[src/rtl/seq_pattern_gen.sv]
// Serial stimulus source for the Mealy "1101" detector: shifts a frame out MSB-first and
// drives the golden detect/count alongside each bit. Optional PRBS-7 idle fill: SEQ_GEN_PRBS_EN.
module seq_pattern_gen #(
    parameter int FRAME_W    = 16,
    parameter int LEN_W      = 5,
    parameter int GAP_CYCLES = 2,
    parameter int CNT_W      = 8
) (
    input  logic               clk,
    input  logic               reset,
    input  logic [FRAME_W-1:0] frame_data,
    input  logic [LEN_W-1:0]   frame_len,
    input  logic               frame_valid,
`ifdef SEQ_GEN_PRBS_EN
    input  logic               prbs_en,
`endif
    output logic               frame_ready,
    output logic               ser_out,
    output logic               ser_valid,
    output logic               exp_detect,
    output logic               busy,
    output logic [CNT_W-1:0]   match_count
);
    localparam int IDX_W = (FRAME_W > 1) ? $clog2(FRAME_W) : 1;
    localparam int GAP_W = (GAP_CYCLES > 1) ? $clog2(GAP_CYCLES) : 1;
    localparam logic [LEN_W-1:0] MAX_LEN = LEN_W'(FRAME_W);

    typedef enum logic [1:0] {IDLE, SHIFT, GAP} state_t;
    typedef enum logic [1:0] {S_IDLE, S_A, S_B, S_C} gst_t;

    state_t             r_state, w_nxt_state;
    gst_t               r_gst, w_nxt_gst, w_base;
    logic [FRAME_W-1:0] r_frame;
    logic [IDX_W-1:0]   r_idx, w_nxt_idx, w_fidx;
    logic [GAP_W-1:0]   r_gap, w_nxt_gap;
    logic               r_ready, r_bit, r_vld, r_det, r_busy;
    logic [CNT_W-1:0]   r_cnt, w_nxt_cnt;
    logic               w_accept, w_len_ok, w_load, w_emit, w_bit;
    logic               w_nxt_bit, w_nxt_vld, w_nxt_det;
    gst_t               w_step_gst;
    logic               w_step_det;
`ifdef SEQ_GEN_PRBS_EN
    logic [6:0]         r_lfsr, w_nxt_lfsr;
`endif

    assign w_accept = frame_valid && r_ready;
    assign w_len_ok = (frame_len != '0) && (frame_len <= MAX_LEN);
    assign w_fidx   = IDX_W'(frame_len - 1'b1);

    // One step of the reference "1101" Mealy machine (overlapping).
    always_comb begin
        w_step_gst = S_IDLE;
        w_step_det = 1'b0;
        case (w_base)
            S_IDLE: w_step_gst = w_bit ? S_A : S_IDLE;
            S_A:    w_step_gst = w_bit ? S_B : S_IDLE;
            S_B:    w_step_gst = w_bit ? S_B : S_C;
            S_C: begin
                w_step_gst = w_bit ? S_A : S_IDLE;
                w_step_det = w_bit;
            end
            default: w_step_gst = S_IDLE;
        endcase
    end

    always_comb begin
        w_nxt_state = r_state;
        w_nxt_idx   = r_idx;
        w_nxt_gap   = r_gap;
        w_nxt_cnt   = r_cnt + CNT_W'(r_det && !(&r_cnt));
        w_load      = 1'b0;
        w_emit      = 1'b0;
        w_bit       = 1'b0;
`ifdef SEQ_GEN_PRBS_EN
        w_nxt_lfsr  = r_lfsr;
`endif
        case (r_state)
            IDLE: begin
                if (w_accept) begin
                    if (w_len_ok) begin
                        w_load      = 1'b1;
                        w_emit      = 1'b1;
                        w_bit       = frame_data[w_fidx];
                        w_nxt_idx   = w_fidx;
                        w_nxt_cnt   = '0;
                        w_nxt_state = SHIFT;
                    end
                end
`ifdef SEQ_GEN_PRBS_EN
                else if (prbs_en) begin
                    w_emit     = 1'b1;
                    w_bit      = r_lfsr[6];
                    w_nxt_lfsr = {r_lfsr[5:0], r_lfsr[6] ^ r_lfsr[5]};
                end
`endif
            end
            SHIFT: begin
                if (r_idx == '0) begin
                    w_nxt_state = (GAP_CYCLES == 0) ? IDLE : GAP;
                    w_nxt_gap   = GAP_W'(GAP_CYCLES - 1);
                end else begin
                    w_emit    = 1'b1;
                    w_bit     = r_frame[r_idx - 1'b1];
                    w_nxt_idx = r_idx - 1'b1;
                end
            end
            GAP: begin
                if (r_gap == '0) w_nxt_state = IDLE;
                else             w_nxt_gap   = r_gap - 1'b1;
            end
            default: w_nxt_state = IDLE;
        endcase
    end

    // A fresh frame always starts the model from S_IDLE, whatever idle fill preceded it.
    assign w_base    = w_load ? S_IDLE : r_gst;
    assign w_nxt_bit = w_emit && w_bit;
    assign w_nxt_vld = w_emit;
    assign w_nxt_det = w_emit && w_step_det;
    assign w_nxt_gst = w_emit ? w_step_gst : r_gst;

    always_ff @(posedge clk or negedge reset) begin
        if (!reset) r_state <= IDLE;
        else        r_state <= w_nxt_state;
    end

    always_ff @(posedge clk or negedge reset) begin
        if (!reset) begin
            r_gst   <= S_IDLE;
            r_frame <= '0;
            r_idx   <= '0;
            r_gap   <= '0;
            r_ready <= 1'b1;
            r_busy  <= 1'b0;
            r_bit   <= 1'b0;
            r_vld   <= 1'b0;
            r_det   <= 1'b0;
            r_cnt   <= '0;
        end else begin
            r_gst   <= w_nxt_gst;
            if (w_load) r_frame <= frame_data;
            r_idx   <= w_nxt_idx;
            r_gap   <= w_nxt_gap;
            r_ready <= (w_nxt_state == IDLE);
            r_busy  <= (w_nxt_state != IDLE);
            r_bit   <= w_nxt_bit;
            r_vld   <= w_nxt_vld;
            r_det   <= w_nxt_det;
            r_cnt   <= w_nxt_cnt;
        end
    end

`ifdef SEQ_GEN_PRBS_EN
    always_ff @(posedge clk or negedge reset) begin
        if (!reset) r_lfsr <= 7'h7F;
        else        r_lfsr <= w_nxt_lfsr;
    end
`endif

    assign frame_ready = r_ready;
    assign ser_out     = r_bit;
    assign ser_valid   = r_vld;
    assign exp_detect  = r_det;
    assign busy        = r_busy;
    assign match_count = r_cnt;
endmodule

[config.mk]
export PLATFORM = sky130hd
export DESIGN_NAME = seq_pattern_gen
export DESIGN_NICKNAME = d
export VERILOG_FILES = /design/src/rtl/seq_pattern_gen.sv
export SDC_FILE = /design/constraint.sdc
export NUM_CORES = 1
export LEC_CHECK = 0
export CAP_MARGIN = 10
export CORE_ASPECT_RATIO = 1.2
export CORE_MARGIN = 3
export CORE_UTILIZATION = 49
export CTS_BUF_LIST = sky130_fd_sc_hd__clkbuf_4
export CTS_CLUSTER_SIZE = 10
export DETAILED_ROUTE_END_ITERATION = 8
export HOLD_SLACK_MARGIN = 0.02
export PLACE_DENSITY = 0.84
export SETUP_SLACK_MARGIN = 0.2
export SKIP_CTS_REPAIR_TIMING = 1
export SLEW_MARGIN = 20
export SYNTH_ARGS = -nofsm -noshare
export SYNTH_HDL_FRONTEND = slang
export SYNTH_SLANG_ARGS = --single-unit
[constraint.sdc]
create_clock -name clk -period 6.1 [get_ports clk]
set_input_delay 0.915 -clock clk [delete_from_list [all_inputs] [get_ports clk]]
set_output_delay 0.915 -clock clk [all_outputs]
set_load 0.1 [all_outputs]
==> results by group, run 1 <==
Clock tree
  – Clk Latency, worst-skew pair: 0.35 ns
  – Clock Path Buffers: 2
  – CTS tree: built
  – Num CTS Buffers: 5
  – Htree depth: 2
  – Root buffer cell: clkbuf_4
  – Clock Sinks: 38
  – Worst-path clk slew: 0.11 ns

Global routing
  – Initial antenna violation count: 0
  – GRT overflow: 0
  – Global-route wire length before repair: 7310 µm
  – Vias in the first global route: 1581
  – Total GRT Usage: 0.190
  – Largest net degree at the start of global routing: 39

Timing
  – Fin. max-slew vios: 0
  – Max Freq: 277 MHz
  – Slew @ Worst Pin: 0.972 ns
  – Final TNS setup: 0 ns
  – Final hold vios: 0
  – Post-route clock period utilization: 0.591
  – Skew final: 0.00791 ns
  – Final setup margin: 2.50 ns
  – Period minus WS final: 3.60 ns
  – Final-report setup violation count: 0
  – Slew headroom: 0.350
  – RSZ-0062 raised after global routing: no

Yosys
  – Asr flop ratio synth: 1.00
  – Yosys cell types: 36
  – EDFF count, synth: 0
  – Post-synth design cell area: 0.00200 mm²
  – Ys Warns: 0
  – Post-synthesis cell count: 206
  – Leading area contributor after synthesis: dfrtp_1
  – Top cells by count, synth: nand2_1 (63), dfrtp_1 (37), nor2_1 (10)
  – Area share of the largest cell type after synthesis: 0.462
  – Main flop type after synthesis: dfrtp_1
  – Area contributors post-synth: dfrtp_1 (46%), nand2_1 (12%), mux4_2 (6.7%), ha_1 (4.4%), mux2i_1 (4.0%)
  – Most numerous cell in the Yosys netlist: nand2_1
  – Syn_nets: 237
  – #FFs+latches synth: 38
  – Syn Area/Cell: 9.72 µm²
  – Seq/Total Area, Yosys: 0.475

Setup path
  – Crit path arrival time: 3.87 ns
  – CP Capture Type: flop
  – Worst setup SP type: primary input
  – Crit-path max FO: 25
  – Critical path class: primary input to flop
  – WP data required: 6.37 ns

Cells and area
  – Share of layout cells above drive strength 1: 0.0902
  – NumNets Final: 274
  – Synthesis-to-finish area growth: 22.5%
  – # diodes: 0
  – Post-layout util: 0.649
  – # fillers: 324

Placed design
  – Gp weighted congestion: 0.883
  – DP Worst Slack: 2.14 ns
  – HPWL Detailed: 3120 µm
  – # port buffers: 36

Detailed routing
  – Via Count: 1576
  – Drt via density: 5.32
  – Antenna Nets Post-Route: 0
  – Total wire length: 4210 µm
  – WL/cell: 14.2 µm
  – Residual DRC count: 0
  – First-pass DRT Iterations: 4
  – Initial DRC count: 97

Status
  – Run status: finished clean

Power and ir drop
  – Power Dens Cells: 512 mW/mm²
  – VDD IR max: 223 µV
  – Total chip power: 0.00126 W
  – P_leak: 1.15 nW

Floorplanning
  – Die H: 76.0 µm
  – Die ar.: 0.00489 mm²
  – Initial Util: 0.529
  – Die W: 64.4 µm
  – Core footprint: 0.00378 mm²
  – Rows: 24
  – I/O Pins: 37

Job
  – Max-Cap Viols: 0

Worst hold path
  – Worst hold-check path type: flop to flop
per-layer routing:
layer  up-vias  global-route usage  wire length (µm)
li1        762                   -                 -
met1       755               0.248              1820
met2        50               0.310              2100
met3         9              0.0457               225
met4         0              0.0634                72
met5         -                   0                 0
critical path, cell delays in order:
cell	delay, ns
clkdlybuf4s50_1	0.72
inv_1	0.09
ha_1	0.23
nor3b_1	0.15
xnor2_1	0.26
and2_1	0.80
nor2_2	0.21
inv_2	0.18
nor2_1	0.06
a311oi_1	0.25
layout by cell type, fill, tap and decap left out, types with 3 or more instances in the layout:
cell type / synthesis / routed
nand3_1: 4 / 4
ha_1: 7 / 7
xor2_1: 4 / 4
dfrtp_1: 37 / 37
clkdlybuf4s50_1: 0 / 36
nand2_1: 63 / 63
mux4_2: 6 / 6
mux2_2: 3 / 3
a21oi_1: 6 / 6
o21ai_0: 4 / 4
clkbuf_4: 0 / 6
xnor2_1: 6 / 6
inv_1: 9 / 9
nor3_1: 4 / 4
mux2i_1: 8 / 8
nor2_1: 10 / 10
and2_1: 6 / 6
metrics by stage:
step	cells	instance area (µm²)	hold slack (ns)
floorplan	206	2000	0.445
global placement	288	2400	0.457
detailed placement	288	2400	0.465
CTS	296	2450	0.491
global route	296	2450	0.510
finish	296	2450	0.487
cell families after synthesis:
logic type / share of synthesized area
multiplexers: 0.124
adder cells (fa/ha/maj): 0.0437
AND/OR/NAND/NOR: 0.223
AO/OA/AOI/OAI: 0.0537
XOR/XNOR: 0.0437
flip-flops: 0.475
buffers and inverters: 0.0362
registers in the layout, indices dropped and copies added, names as in the netlist:
signal,flops
r_frame,16
r_idx,4
r_state,2
ser_valid,1
busy,1
r_gap,1
frame_ready,1
match_count,8
exp_detect,1
r_gst,2
ser_out,1
cell type report:
type | count | area [µm²] | share of cell area
multi-input combinational | 151 | 978 | 0.399
sequential | 38 | 952 | 0.388
timing repair buffer | 37 | 368 | 0.150
tap | 52 | 65.1 | 0.0265
clock buffer | 6 | 45.0 | 0.0183
inverter | 10 | 37.5 | 0.0153
clock inverter | 2 | 8.76 | 0.00357
power by group:
part           switching, W  total, W  internal [W]
Combinational      0.000444  0.000684      0.000240
Sequential        0.0000865  0.000444      0.000357
Clock             0.0000824  0.000130     0.0000477
final timing paths:
kind                                  end         start  slack, ns  cells after the start
setup / recovery                 r_idx[0]  frame_len[0]       2.50                     10
hold / removal                r_frame[14]   r_frame[14]       0.49                      2
setup reg to reg                 r_gst[0]      r_idx[0]       3.39                      7
hold reg to reg               r_frame[14]   r_frame[14]       0.49                      2
max in group asynchronous     frame_ready         reset       4.77                      2
min in group asynchronous  match_count[3]         reset       0.96                      2
(Power assumes the default switching activity.)
==> run 2, diff against run 1 <==
- clock period: 6.1 -> 3.6 ns (I/O delays scaled with it)
==> run 2 against run 1 <==
Count of clock-buffer cells in the layout unchanged. Highest routed layer unchanged. Sequential power increased by 62%. Worst hold slack improved by 0.0034 ns. Utilization increased by 0.60 points. Worst setup slack got worse by 1.6 ns. Clock skew increased by 0.0035 ns. Sequential share of layout area decreased by 0.35 points. Clock power increased by 65%. Combinational power increased by 71%. Global-route usage decreased by 1.7 points.
==> results by group, run 2 (synthesis results as in run 1) <==
Status
  – Run status: finished clean (unchanged)

Cells and area
  – Top reg by flops: r_frame (unchanged)
  – Synthesis-to-finish area growth: 23.7% (was 22.5%)
  – NumNets Final: 277 (was 274)
  – Commonest non-fill, non-tap cells in the layout: nand2_1 (63), dfrtp_1 (37), clkdlybuf4s50_1 (36), nor2_1 (10), inv_1 (9) (unchanged)
  – Share of layout cells above drive strength 1: 0.101 (was 0.0902)
  – Number of flip-flops in the largest register: 16 (unchanged)
  – # diodes: 0 (unchanged)
  – Finished Layout Cells: 299 (was 296)
  – # fillers: 341 (was 324)
  – Commonest non-fill, non-tap cell in the layout: nand2_1 (unchanged)

Detailed routing
  – Via Count: 1550 (was 1576)
  – Initial DRC count: 62 (was 97)
  – First-pass DRT Iterations: 4 (unchanged)
  – Residual DRC count: 0 (unchanged)
  – Total wire length: 3870 µm (was 4210 µm)
  – Drt via density: 5.18 (was 5.32)
  – WL/cell: 12.9 µm (was 14.2 µm)
  – Antenna Nets Post-Route: 0 (unchanged)

Global routing
  – Total GRT Usage: 0.173 (was 0.190)
  – Global-route wire length before repair: 6570 µm (was 7310 µm)
  – Vias in the first global route: 1509 (was 1581)
  – Largest net degree at the start of global routing: 21 (was 39)
  – GRT overflow: 0 (unchanged)
  – Initial antenna violation count: 0 (unchanged)

Setup path
  – Flop-to-flop setup slack: 1.22 ns (was 3.39 ns)
  – Critical path class: primary input to flop (unchanged)
  – Crit-path max FO: 11 (was 25)
  – Reg2reg path depth: 8 (was 7)
  – Worst setup SP type: primary input (unchanged)
  – Reg2reg end: r_gst[0] (unchanged)
  – Critical R2R Launch: r_idx[0] (unchanged)
  – CP endpoint: r_idx[0] (unchanged)
  – Crit. Startpoint: frame_len[0] (unchanged)
  – CP Capture Type: flop (unchanged)
  – WP data required: 3.86 ns (was 6.37 ns)
  – Crit path arrival time: 2.98 ns (was 3.87 ns)

Floorplanning
  – Die ar.: 0.00489 mm² (unchanged)
  – Die H: 76.0 µm (unchanged)
  – Rows: 24 (unchanged)
  – Die W: 64.4 µm (unchanged)
  – I/O Pins: 37 (unchanged)
  – Initial Util: 0.529 (unchanged)
  – Core footprint: 0.00378 mm² (unchanged)

Worst hold path
  – Worst hold-check path type: flop to flop (unchanged)

Power and ir drop
  – VDD IR max: 424 µV (was 223 µV)
  – Gate power share: 0.556 (was 0.544)
  – P_leak: 1.16 nW (was 1.15 nW)
  – Pint: 0.00110 W (was 0.000645 W)
  – Power Dens Cells: 849 mW/mm² (was 512 mW/mm²)
  – Clock group share of total power: 0.102 (was 0.103)
  – Sw frac: 0.476 (was 0.487)
  – Switch Pwr: 0.00100 W (was 0.000613 W)
  – Part of the power in registers: 0.342 (was 0.353)
  – Total chip power: 0.00210 W (was 0.00126 W)

Clock tree
  – Num CTS Buffers: 5 (unchanged)
  – Htree depth: 2 (unchanged)
  – Worst-path clk slew: 0.11 ns (about the same)
  – Clock Sinks: 38 (unchanged)
  – Root buffer cell: clkbuf_4 (unchanged)
  – Clk Latency, worst-skew pair: 0.34 ns (was 0.35 ns)
  – CTS tree: built (unchanged)
  – Clock Path Buffers: 2 (unchanged)

Timing
  – Final TNS setup: 0 ns (unchanged)
  – RSZ-0062 raised after global routing: no (unchanged)
  – Post-route clock period utilization: 0.757
  – Hold slack: 0.491 ns (was 0.487 ns)
  – Slew headroom: 0.354 (was 0.350)
  – Slew @ Worst Pin: 0.965 ns (was 0.972 ns)
  – Period minus WS final: 2.73 ns
  – Fin. max-slew vios: 0 (unchanged)
  – Skew final: 0.0114 ns (was 0.00791 ns)
  – Final-report setup violation count: 0 (unchanged)
  – Max Freq: 367 MHz
  – Final hold vios: 0 (unchanged)

Placed design
  – # port buffers: 36 (unchanged)
  – HPWL Detailed: 2960 µm (was 3120 µm)
  – Gp weighted congestion: 0.810 (was 0.883)
  – Placed insts: 291 (was 288)

Job
  – Max-Cap Viols: 0 (unchanged)
run 2: cell count changes in the layout (fill, tap and decap cells not counted), sizes merged:
cell	previous run	this run
buf	1	4
run 2: final cells by class:
cell class | instances | area [µm²] | area share
Tap cell | 52 | 65.1 | 0.0263
Multi-Input combinational cell | 151 | 978 | 0.395
Clock inverter | 2 | 8.76 | 0.00354
Sequential cell | 38 | 952 | 0.384
Timing Repair Buffer | 40 | 390 | 0.158
Clock buffer | 6 | 45.0 | 0.0182
Inverter | 10 | 37.5 | 0.0152
run 2: worst min-delay path by stage:
stage                     cells after the start  slack [ns]        from          to
after floorplan                               0        0.24       reset        busy
after global placement                        2        0.46  r_frame[6]  r_frame[6]
after global routing                          2        0.50  r_frame[6]  r_frame[6]
after detailed placement                      2        0.46  r_frame[6]  r_frame[6]
final                                         2        0.49  r_frame[5]  r_frame[5]
after CTS                                     2        0.49  r_frame[6]  r_frame[6]
run 2: per-stage QoR:
stage                util  cell area (µm²)  setup WS (ns)
global placement    0.641             2420          0.519
finish              0.655             2480          0.875
floorplan               -             2000           1.07
CTS                 0.655             2480          0.850
detailed placement  0.641             2420          0.482
global route        0.655             2480          0.630
run 2: worst max-delay path, cell delays in order:
cell and delay (ns):
clkdlybuf4s50_1 0.72, inv_1 0.09, ha_1 0.23, nor3b_1 0.16, xnor2_1 0.26, and2_1 0.42, nor2_2 0.15, inv_2 0.14
nor2_1 0.05, a311oi_1 0.22
run 2: power groups by stage:
| stage | Clock [W] | Sequential, W | Combinational (W) |
|---|---|---|---|
| after detailed placement | 0 | 0.000727 | 0.00118 |
| after floorplan | 0 | 0.00110 | 0.000538 |
| final | 0.000214 | 0.000720 | 0.00117 |
| after global routing | 0.000242 | 0.000744 | 0.00127 |
| after global placement | 0 | 0.000724 | 0.00116 |
| after CTS | 0.000222 | 0.000720 | 0.00118 |
run 2: layer usage:
| metal | GRT usage | routed length, µm | up-vias |
|---|---|---|---|
| met5 | 0 | 0 | - |
| met4 | 0.0655 | 68 | 0 |
| met3 | 0.0457 | 190 | 6 |
| met2 | 0.285 | 1900 | 44 |
| met1 | 0.216 | 1710 | 728 |
| li1 | - | - | 772 |
==> run 3, diff against run 2 <==
- PLACE_DENSITY: 0.84 -> 0.87
- clock period: 3.6 -> 2.4 ns (I/O delays scaled with it)
==> run 3 against run 2 <==
Worst setup slack worse by 0.60 ns. Wire length is 10% higher. Largest power group unchanged. Global-route usage is 0.29 points higher. Combinational power is 62% higher. Clock skew is 0.0030 ns higher. Count of clock-buffer cells in the layout is 1 higher. Utilization is 2.9 points higher. Sequential power is 54% higher. Sequential cell count stayed put. Total power is 64% higher. Worst hold slack worse by 0.068 ns.
==> results by group, run 3 (synthesis results as in run 1) <==
Cells and area
  – # diodes: 0 (unchanged)
  – Footprint of the multi-input gates: 0.00102 mm² (was 978 µm²)
  – Share of layout cells above drive strength 1: 0.212 (was 0.101)
  – Top reg by flops: r_frame (unchanged)
  – Synthesis-to-finish area growth: 29.2% (was 23.7%)
  – Post-layout util: 0.684 (was 0.655)
  – Number of flip-flops in the largest register: 16 (unchanged)
  – Finished Layout Cells: 307 (was 299)
  – Post-route cell area: 0.00259 mm² (was 0.00248 mm²)
  – # fillers: 305 (was 341)
  – Commonest non-fill, non-tap cell in the layout: nand2_1 (unchanged)
  – NumNets Final: 285 (was 277)
  – Commonest non-fill, non-tap cells in the layout: nand2_1 (63), dfrtp_1 (34), buf_4 (25), clkdlybuf4s50_1 (23), nor2_1 (10) (was nand2_1 (63), dfrtp_1 (37), clkdlybuf4s50_1 (36), nor2_1 (10), inv_1 (9))
  – Register area: 960 µm² (was 952 µm²)

Setup path
  – Slowest stage delay, CP: 0.49 ns (was 0.72 ns)
  – WP data required: 2.65 ns (was 3.86 ns)
  – CP max-delay cell: mux4_2 (was clkdlybuf4s50_1)
  – Crit-path max FO: 5 (was 11)
  – Critical R2R Launch: r_idx[1] (was r_idx[0])
  – Worst path cell trace: inv_1, ha_4, mux4_2, mux2_2, o211ai_4, o21ai_0, o22a_1 (was clkdlybuf4s50_1, inv_1, ha_1, nor3b_1, xnor2_1, and2_1, nor2_2, inv_2, nor2_1, a311oi_1)
  – Critical path class: flop to flop (was primary input to flop)
  – Worst setup SP type: flop (was primary input)
  – CP delay by family, top: multiplexers (was buffers and inverters)
  – Crit path arrival time: 2.38 ns (was 2.98 ns)
  – CP Capture Type: flop (unchanged)
  – Buf+Inv Stages, Crit Path: 1 (was 3)
  – Crit. Startpoint: r_idx[1] (was frame_len[0])

Timing
  – Final-report setup violation count: 0 (unchanged)
  – Max Freq: 471 MHz
  – Slew @ Worst Pin: 0.469 ns (was 0.965 ns)
  – Hold slack: 0.423 ns (was 0.491 ns)
  – Final hold vios: 0 (unchanged)
  – Slew headroom: 0.687 (was 0.354)
  – Fin. max-slew vios: 0 (unchanged)
  – Post-route clock period utilization: 0.885
  – Skew final: 0.0144 ns (was 0.0114 ns)
  – RSZ-0062 raised after global routing: no (unchanged)
  – Period minus WS final: 2.12 ns

Status
  – Run status: finished clean (unchanged)

Floorplanning
  – Die ar.: 0.00489 mm² (unchanged)
  – I/O Pins: 37 (unchanged)
  – Die H: 76.0 µm (unchanged)
  – Rows: 24 (unchanged)
  – Initial Util: 0.529 (unchanged)
  – Die W: 64.4 µm (unchanged)
  – Core footprint: 0.00378 mm² (unchanged)

Placed design
  – # port buffers: 36 (unchanged)
  – DP Area: 0.00246 mm² (was 0.00242 mm²)
  – Gp weighted congestion: 0.830 (was 0.810)
  – Placed insts: 299 (was 291)
  – HPWL Detailed: 3060 µm (was 2960 µm)

Clock tree
  – CTS tree: built (unchanged)
  – Worst-path clk slew: 0.11 ns (about the same)
  – Num CTS Buffers: 5 (unchanged)
  – Clk Latency, worst-skew pair: 0.35 ns (was 0.34 ns)
  – Clock Sinks: 38 (unchanged)
  – Htree depth: 2 (unchanged)
  – Clock Path Buffers: 2 (unchanged)
  – Root buffer cell: clkbuf_4 (unchanged)

Detailed routing
  – Via Count: 1608 (was 1550)
  – Residual DRC count: 0 (unchanged)
  – Total wire length: 4260 µm (was 3870 µm)
  – Initial DRC count: 87 (was 62)
  – WL/cell: 13.9 µm (was 12.9 µm)
  – Antenna Nets Post-Route: 0 (unchanged)
  – Drt via density: 5.24 (was 5.18)
  – First-pass DRT Iterations: 5 (was 4)

Power and ir drop
  – Power Dens Cells: 1330 mW/mm² (was 849 mW/mm²)
  – VDD IR max: 551 µV (was 424 µV)
  – Total chip power: 0.00345 W (was 0.00210 W)
  – P_leak: 1.23 nW (was 1.16 nW)

Global routing
  – Global-route wire length before repair: 6800 µm (was 6570 µm)
  – Largest net degree at the start of global routing: 39 (was 21)
  – Initial antenna violation count: 0 (unchanged)
  – GRT overflow: 0 (unchanged)
  – Total GRT Usage: 0.176 (was 0.173)
  – Vias in the first global route: 1564 (was 1509)

Worst hold path
  – Worst hold-check path type: primary input to async pin (was flop to flop)

Job
  – Max-Cap Viols: 0 (unchanged)
run 3: cell count changes in the layout (fill, tap and decap cells not counted), moves of 2 or more:
cell	delta
dfrtp_1	-3
ha_1	-2
dfrtp_2	+3
clkdlybuf4s50_1	-13
ha_4	+2
buf_4	+21
run 3: per-layer routing:
layer / vias to the layer above / GRT usage / share of wire
met2: 42 / 0.296 / 0.52
met1: 772 / 0.207 / 0.41
li1: 784 / - / -
met5: - / 0 / 0
met4: 0 / 0.0803 / 0.019
met3: 10 / 0.0472 / 0.045
run 3: path summary, 6_finish.rpt:
kind                                  end  depth (start not counted)  slack, ns
min in group clk              r_frame[15]                          2       0.49
max in group asynchronous     frame_ready                          2       1.61
setup reg to reg                 r_gst[0]                          7       0.28
hold reg to reg               r_frame[15]                          2       0.49
setup / recovery                 r_gst[0]                          7       0.28
hold / removal             match_count[1]                          2       0.42
run 3: report_power, final:
group	switching, W	internal (W)	leakage, nW	total, W
registers	0.000188	0.000919	0.466	0.00111
clock network	0.000204	0.000244	0.0463	0.000448
logic	0.00120	0.000694	0.721	0.00189
total	0.00159	0.00186	1.23	0.00345
run 3: final cells by class:
type / count / share of cell area
timing repair buffer: 48 / 0.162
tap: 52 / 0.0251
multi-input combinational: 151 / 0.396
clock inverter: 1 / 0.0116
sequential: 38 / 0.371
clock buffer: 7 / 0.0203
inverter: 10 / 0.0145
run 3: through the flow:
| step | setup TNS [ns] | setup WS, ns |
|---|---|---|
| finish | 0 | 0.275 |
| global route | 0 | 0.190 |
| global placement | -0.114 | -0.104 |
| CTS | 0 | 0.210 |
| detailed placement | -0.296 | -0.165 |
| floorplan | 0 | 0.106 |
